$ cat src/rtl/dump_pkg.sv
// rtl/dump_pkg.sv - shared constants, tag helper and FSM state type for debug_dump
// Port summary: none (package).
package dump_pkg;

  localparam int NREG = 32;
  localparam int NMEM = 8;

  // Tag kind field, placed in out_tag_o[7:6].
  localparam logic [1:0] KIND_HDR = 2'b00;
  localparam logic [1:0] KIND_REG = 2'b01;
  localparam logic [1:0] KIND_MEM = 2'b10;

  typedef enum logic [2:0] {
    ST_IDLE,
    ST_FREEZE,
    ST_HDR,
    ST_REG,
    ST_MEM,
    ST_DONE
  } dump_state_e;

  function automatic logic [7:0] make_tag(input logic [1:0] kind, input logic [5:0] idx);
    return {kind, idx};
  endfunction

endpackage

$ cat src/rtl/sat_counter.sv
// rtl/sat_counter.sv - saturating up counter with async clear and synchronous load
// Ports: clk_i clock; rst_i async active-high clear; en_i count enable;
//        load_i/load_val_i synchronous preload (wins over en_i); count_o current value.
module sat_counter #(
  parameter int WIDTH = 32
) (
  input  logic             clk_i,
  input  logic             rst_i,
  input  logic             en_i,
  input  logic             load_i,
  input  logic [WIDTH-1:0] load_val_i,
  output logic [WIDTH-1:0] count_o
);

  logic [WIDTH-1:0] count_q;
  logic [WIDTH-1:0] count_d;

  always_comb begin
    count_d = count_q;
    if (load_i) begin
      count_d = load_val_i;
    end else if (en_i && (count_q != '1)) begin
      count_d = count_q + WIDTH'(1);
    end
  end

  always_ff @(posedge clk_i or posedge rst_i) begin
    if (rst_i) begin
      count_q <= '0;
    end else begin
      count_q <= count_d;
    end
  end

  assign count_o = count_q;

endmodule

$ cat src/rtl/debug_dump.sv
// rtl/debug_dump.sv - freezes the CPU and streams cycle count, register file and data memory
// Ports: clk_i/rst_i clock and async active-high reset; start_i CPU running qualifier;
//        trigger_i dump request; reg_addr_o/reg_data_i and mem_addr_o/mem_data_i combinational
//        read ports; cpu_stall_o CPU freeze; out_valid_o/out_ready_i/out_data_o/out_tag_o/
//        out_last_o beat stream; busy_o dump in progress; cycle_o running cycle count.
module debug_dump
  import dump_pkg::*;
(
  input  logic        clk_i,
  input  logic        rst_i,
  input  logic        start_i,
  input  logic        trigger_i,
  output logic [4:0]  reg_addr_o,
  input  logic [31:0] reg_data_i,
  output logic [2:0]  mem_addr_o,
  input  logic [31:0] mem_data_i,
  output logic        cpu_stall_o,
  output logic        out_valid_o,
  input  logic        out_ready_i,
  output logic [31:0] out_data_o,
  output logic [7:0]  out_tag_o,
  output logic        out_last_o,
  output logic        busy_o,
  output logic [31:0] cycle_o
);

  dump_state_e state_q;
  logic        stall_q;
  logic        busy_q;
  logic        valid_q;
  logic        last_q;
  logic [31:0] data_q;
  logic [7:0]  tag_q;
  logic [4:0]  reg_addr_q;
  logic [2:0]  mem_addr_q;
  logic [31:0] cycle_w;
  logic        xfer;

  sat_counter #(.WIDTH(32)) u_cycle_cnt (
    .clk_i      (clk_i),
    .rst_i      (rst_i),
    .en_i       (start_i && !stall_q),
    .load_i     (1'b0),
    .load_val_i (32'd0),
    .count_o    (cycle_w)
  );

  assign xfer = valid_q && out_ready_i;

  // The address registers always point at the beat that will be loaded on the next
  // handshake, so the read ports settle a full cycle before their data is captured.
  always_ff @(posedge clk_i or posedge rst_i) begin
    if (rst_i) begin
      state_q    <= ST_IDLE;
      stall_q    <= 1'b0;
      busy_q     <= 1'b0;
      valid_q    <= 1'b0;
      last_q     <= 1'b0;
      data_q     <= '0;
      tag_q      <= '0;
      reg_addr_q <= '0;
      mem_addr_q <= '0;
    end else begin
      case (state_q)
        ST_IDLE: begin
          if (trigger_i) begin
            state_q <= ST_FREEZE;
            stall_q <= 1'b1;
            busy_q  <= 1'b1;
          end
        end
        ST_FREEZE: begin
          state_q <= ST_HDR;
        end
        ST_HDR: begin
          if (!valid_q) begin
            // Counter is stalled since FREEZE entry, so this is the frozen value.
            valid_q <= 1'b1;
            data_q  <= cycle_w;
            tag_q   <= make_tag(KIND_HDR, 6'd0);
          end else if (xfer) begin
            data_q     <= reg_data_i;
            tag_q      <= make_tag(KIND_REG, {1'b0, reg_addr_q});
            reg_addr_q <= reg_addr_q + 5'd1;
            state_q    <= ST_REG;
          end
        end
        ST_REG: begin
          if (xfer) begin
            if (tag_q[5:0] == 6'(NREG - 1)) begin
              data_q     <= mem_data_i;
              tag_q      <= make_tag(KIND_MEM, {3'b000, mem_addr_q});
              mem_addr_q <= mem_addr_q + 3'd1;
              state_q    <= ST_MEM;
            end else begin
              data_q     <= reg_data_i;
              tag_q      <= make_tag(KIND_REG, {1'b0, reg_addr_q});
              reg_addr_q <= reg_addr_q + 5'd1;
            end
          end
        end
        ST_MEM: begin
          if (xfer) begin
            if (last_q) begin
              valid_q <= 1'b0;
              last_q  <= 1'b0;
              state_q <= ST_DONE;
            end else begin
              data_q     <= mem_data_i;
              tag_q      <= make_tag(KIND_MEM, {3'b000, mem_addr_q});
              mem_addr_q <= mem_addr_q + 3'd1;
              last_q     <= (mem_addr_q == 3'(NMEM - 1));
            end
          end
        end
        ST_DONE: begin
          state_q    <= ST_IDLE;
          stall_q    <= 1'b0;
          busy_q     <= 1'b0;
          reg_addr_q <= '0;
          mem_addr_q <= '0;
        end
        default: begin
          state_q <= ST_IDLE;
        end
      endcase
    end
  end

  assign reg_addr_o  = reg_addr_q;
  assign mem_addr_o  = mem_addr_q;
  assign cpu_stall_o = stall_q;
  assign busy_o      = busy_q;
  assign out_valid_o = valid_q;
  assign out_last_o  = last_q;
  assign out_data_o  = data_q;
  assign out_tag_o   = tag_q;
  assign cycle_o     = cycle_w;

endmodule

$ cat config.mk
export PLATFORM = sky130hd
export DESIGN_NAME = debug_dump
export DESIGN_NICKNAME = d
export VERILOG_FILES = /design/src/rtl/dump_pkg.sv /design/src/rtl/sat_counter.sv /design/src/rtl/debug_dump.sv
export SDC_FILE = /design/constraint.sdc
export NUM_CORES = 1
export LEC_CHECK = 0
export CAP_MARGIN = 20
export CORE_ASPECT_RATIO = 1.25
export CORE_MARGIN = 2
export CORE_UTILIZATION = 50
export CTS_CLUSTER_SIZE = 12
export DETAILED_ROUTE_END_ITERATION = 16
export PLACE_DENSITY_LB_ADDON = 0.15
export SLEW_MARGIN = 20
export SYNTH_ARGS = -nofsm -noshare
export SYNTH_HDL_FRONTEND = slang
export SYNTH_SLANG_ARGS = --single-unit
$ cat constraint.sdc
create_clock -name clk_i -period 4.35 [get_ports clk_i]
set_input_delay 0.6525 -clock clk_i [delete_from_list [all_inputs] [get_ports clk_i]]
set_output_delay 0.6525 -clock clk_i [all_outputs]
set_load 0.02 [all_outputs]
### After elaboration in Yosys (flattened, before gate mapping)

Cells that the tools add are included.
W data, S select, Z words.

* register bits: 86
* word-level logic and storage cells: 85
* output and inout port bits: 84
* bits of input ports: 69

* muxes and demuxes: 38
* equal/unequal tests: 18
* add/subtract/negate cells: 3
* reductions and logical operators: 17

Operators with widths (count)
* $mux W32: 6
* $pmux W32 S3: 1
* $mux W8: 6
* $mux W3: 11
* $add A32 B1 Y32 const B: 1
* $ne A32 B32 Y1 const B: 1
* $pmux W8 S3: 1
* $mux W5: 4
* $ne A2 B2 Y1 const B: 9
* $pmux W3 S5: 1
* $pmux W5 S3: 1
* $reduce_and A5 Y1: 3
* $eq A3 B3 Y1 const B: 3
* $pmux W3 S3: 1
* $reduce_bool A3 Y1: 3
* $reduce_and A7 Y1: 1
* $eq A3 B2 Y1 const B: 2
* $eq A6 B5 Y1 const B: 1
* $add A5 B1 Y5 const B: 1
* $mux W1: 4
* $pmux W1 S2: 2
* $reduce_and A2 Y1: 2
* $reduce_bool A2 Y1: 2
* $add A3 B1 Y3 const B: 1
* other kinds (6): 8

### Depth between registers and ports, before layout

* depth in word-level cells: 4
* depth in mapped cells: 8
* depth with buffers taken out: 6

### Cells and area by module

Synthesis repeated with hierarchy kept, for this count alone.

* cell total of the unflattened synthesis: 593
* area total of the unflattened synthesis: 5330.1 um2

By module, submodules not included
* debug_dump: cells an instance 344, times used 1, area an instance 3213.1 um2, seq. area each 1326.3 um2
* sat_counter: cells an instance 249, times used 1, area an instance 2117.0 um2, seq. area each 800.8 um2

### Worst setup path after synthesis

Ideal clock, no wire load.

* path kind: in2reg
* start: input port out_ready_i
* end: register data_q[0], in the netlist out_data_o[0]
* setup slack: 2347 ps
* data arrival time: 1882 ps
* buffers on the path: 2
* stages: 6
* library setup time: 121 ps
* data required time: 4229 ps
* cell sequence: nand2_1 -> o32a_1 -> o21a_1 -> buf_2 -> clkbuf_1 -> a22o_1

* word-level cells in the longest chain between the ends: 3
* elaborated cells between the ends (all ways): 5
* those cells by class: eq/ne: 3; reduce/logical: 2

Ends and longest elaborated chain
* from (decl): line debug_dump.sv:19 `input logic out_ready_i,`
* $logic_and A1 B1 Y1 (*): line debug_dump.sv:48 `assign xfer = valid_q && out_ready_i;`
* $ne A3 B3 Y1 (no source line) / $ne A2 B2 Y1 (equally long branches)
* $reduce_and A5 Y1 (no source line) (*)
* to (signal assigned): line debug_dump.sv:79 `data_q <= cycle_w;`
* to (signal assigned): line debug_dump.sv:82 `data_q <= reg_data_i;`
* to (signal assigned): line debug_dump.sv:91 `data_q <= mem_data_i;`
* to (decl): line debug_dump.sv:32 `logic [31:0] data_q;`

Every way passes the cells marked *; elsewhere a longest branch is shown, timed or not.
A chain may end at the register's enable or synchronous reset.

### Worst setup path in the final report

* start: input port out_ready_i
* end: register data_q[6], in the netlist out_data_o[6]

The elaborated chain is that of the path after synthesis.

==> out/qor.txt <==
Kind of critical path -> input pin to flip-flop
Startpoint type of the worst setup path -> input pin
Slowest cell on crit path -> o21a_2
Number of antenna violations at the first check in global routing -> 0
Routed via count -> 4,126
Status -> completed
Residual DRC -> 0
Clock tree sinks -> 85
Register area share after synthesis -> 45.6%
Vias in the first global route -> 4,162
RePlAce Congestion -> 0.850
Cell taking the most area after synthesis -> dfrtp_1
Critical Path, Cell by Cell -> clkdlybuf4s50_1 > nand2_1 > o32a_1 > o21a_2 > buf_4 > a21oi_1 > a22o_1
Grt ovf -> 0
Top-area cell type share of the netlist area -> 45.6%
Routed len/inst -> 17.7 um
Final hold viol count -> 0
First-pass GRT wire length -> 20,700 um
Clock transition at path regs -> 60 ps
Peak VDD IR -> 0.356 mV
Syn Nets -> 521
Most common cell in the netlist -> dfrtp_1
Fraction of registers with async set/reset -> 100%
Hold path cells -> 1
Boundary Pins -> 153
Clock Latency Late Sink -> 330 ps
Row count -> 39
Longest Clk Path Bufs -> 2
DIE AREA -> 0.0101 sq mm
Critical Path Fanout Max -> 43
Layout cells sized above 1 -> 5.33%
Core Area -> 0.00913 sq mm
Top cells by area, synth -> dfrtp_1 46%, mux2i_1 7.1%, a221o_1 6.9%
Final TNS setup -> 0 ps
Crit. End Element -> flip-flop
Max Cap Viol -> 0
Leak -> 2.90 nW
First-iteration detailed-routing DRC count -> 222
Worst path required time -> 4570 ps
Prevailing post-synth register cell -> dfrtp_1
Vias per inst -> 5.85
# fillers -> 711
Fmax -> 363 MHz
Commonest cells post-synth -> 85 x dfrtp_1, 38 x a21oi_1, 33 x mux2i_1
Hold_buf cts -> 0
Die Ht -> 112 um
Port Buffer Count -> 151
Die W -> 90.4 um
YS warnings -> 0
Clock skew -> 7.08 ps
Number of enable flip-flop cells after synthesis -> 0
Cell area power density -> 481 mW/mm^2
Initial Utilization -> 51.1%
Critical path buffers and inverters -> 2
Worst slew margin -> 30.9%
Gate Count Post-Synth -> 448
Synth unique cells -> 49
Met1 Wirelength -> 5430 um
Post-CTS setup buffer count -> 0
Unrepaired setup endpoints after global routing -> no
Crit path depth -> 7
Mapped Area -> 0.00466 sq mm
Arr. time, crit path -> 2970 ps
Layout Nets -> 651
Avg Cell Area, Syn -> 10.4 sq um
TritonCTS buffer count -> 9
Met3 routed WL -> 676 um
Worst-Margin Slew -> 1030 ps
# resized after CTS -> 0
WL met2 -> 6260 um
Reg2Reg Depth -> 6
CTS tree -> built
DP HPWL -> 8500 um
Final ANT Viol Nets -> 0
Top layer in use -> met4
Root Buffer -> clkbuf_16
Antenna diodes -> 0
Overall routing resource usage -> 25.0%
Pin count of the biggest net entering global routing -> 66
Placed cells -> 690
Tmin final -> 2750 ps
Slew Viols, Final -> 0
Cell family with most CP delay -> compound AO/OA/AOI/OAI gates
WL final -> 12,500 um
Final non-filler cell total -> 705
CTS HTree Levels -> 3
Max incr delay on CP -> 660 ps
#FFs+latches synth -> 85
Final period util -> 63.3%
Area delta synth->final -> 38.2%
Hold Crit Class -> flip-flop to flip-flop
Setup-failing EPs final -> 0
Drt pass-1 iters -> 4
-- kinds of logic (layout without fill, tap and decap cells) --
family | Yosys count | in the layout | share of synthesized area [%]
compound gates | 124 | 124 | 20.2
xor+xnor | 34 | 34 | 6.39
fa+ha+maj | 4 | 4 | 1.07
buf+inv | 38 | 172 | 4.29
flops | 85 | 85 | 45.6
mux | 37 | 37 | 8.13
other cells | 1 | 1 | 0.0804
simple gates | 125 | 125 | 14.2
-- metal layers --
layer	vias up	GRT usage [%]
li1	1949	-
met1	2039	32.6
met2	128	41.5
met3	10	5.95
met4	0	7.59
met5	-	0
-- flip-flops by register name, summed over array words and instances (netlist names) --
register             cells
out_data_o              32
u_cycle_cnt.count_o     32
out_tag_o                7
reg_addr_o               5
mem_addr_o               3
state_q                  3
busy_o                   1
out_last_o               1
out_valid_o              1
-- power by group --
| part | internal (W) | switching [W] | leakage, nW |
|---|---|---|---|
| Clock | 0.000398 | 0.000287 | 0.129 |
| Combinational | 0.000645 | 0.000639 | 1.69 |
| Sequential | 0.000976 | 0.000155 | 1.08 |
| Total | 0.00202 | 0.00108 | 2.90 |
-- path summary, 6_finish.rpt --
check,startpoint,end,slack (ps)
worst max-delay path,out_ready_i,out_data_o[6],1600
min in group asynchronous,rst_i,out_data_o[9],830
worst max register to register,state_q[2],out_data_o[6],1870
max in group asynchronous,rst_i,u_cycle_cnt.count_o[28],2610
worst min register to register,out_data_o[25],out_data_o[25],500
worst min-delay path,out_data_o[25],out_data_o[25],500
-- stage by stage --
step / area, sq um / power [W] / utilization (%) / hold WS (ps) / worst slack, ps
floorplan: 4660 / 0.00187 / - / 553 / 1500
finish: 6440 / 0.00310 / 70.6 / 503 / 1600
global route: 6440 / 0.00327 / 70.6 / 525 / 1420
global placement: 6180 / 0.00239 / 67.7 / 487 / 1360
detailed placement: 6180 / 0.00242 / 67.7 / 491 / 1270
CTS: 6440 / 0.00312 / 70.6 / 506 / 1600
-- layout make-up --
type                    instances  area, sq um  area share, %
clock buffers                  13          250           3.88
clock inverters                 2         10.0          0.155
inverters                       3         12.5          0.194
multi-input cells             325         2350           36.5
flip-flops and latches         85         2130           33.0
well taps                     123          154           2.39
repair buffers                154         1530           23.8
-- cell usage in the layout (no fill, tap or decap), drive strengths merged, types with 2 or more instances in the layout --
master	count
clkdlybuf4s50	151
dfrtp	85
a21oi	38
mux2i	33
a221o	32
a22o	32
nor2	28
nand2	25
nand3	22
xnor2	22
nand4	13
clkbuf	13
xor2	12
nor3	9
nor4	8
o21ai	7
nor2b	4
and3	4
ha	4
nand2b	4
mux2	4
a22oi	3
clkinv	3
buf	3
inv	2
a31oi	2
o31ai	2
o21a	2
and2	2
Note: power is estimated with default switching activity, not from simulation.
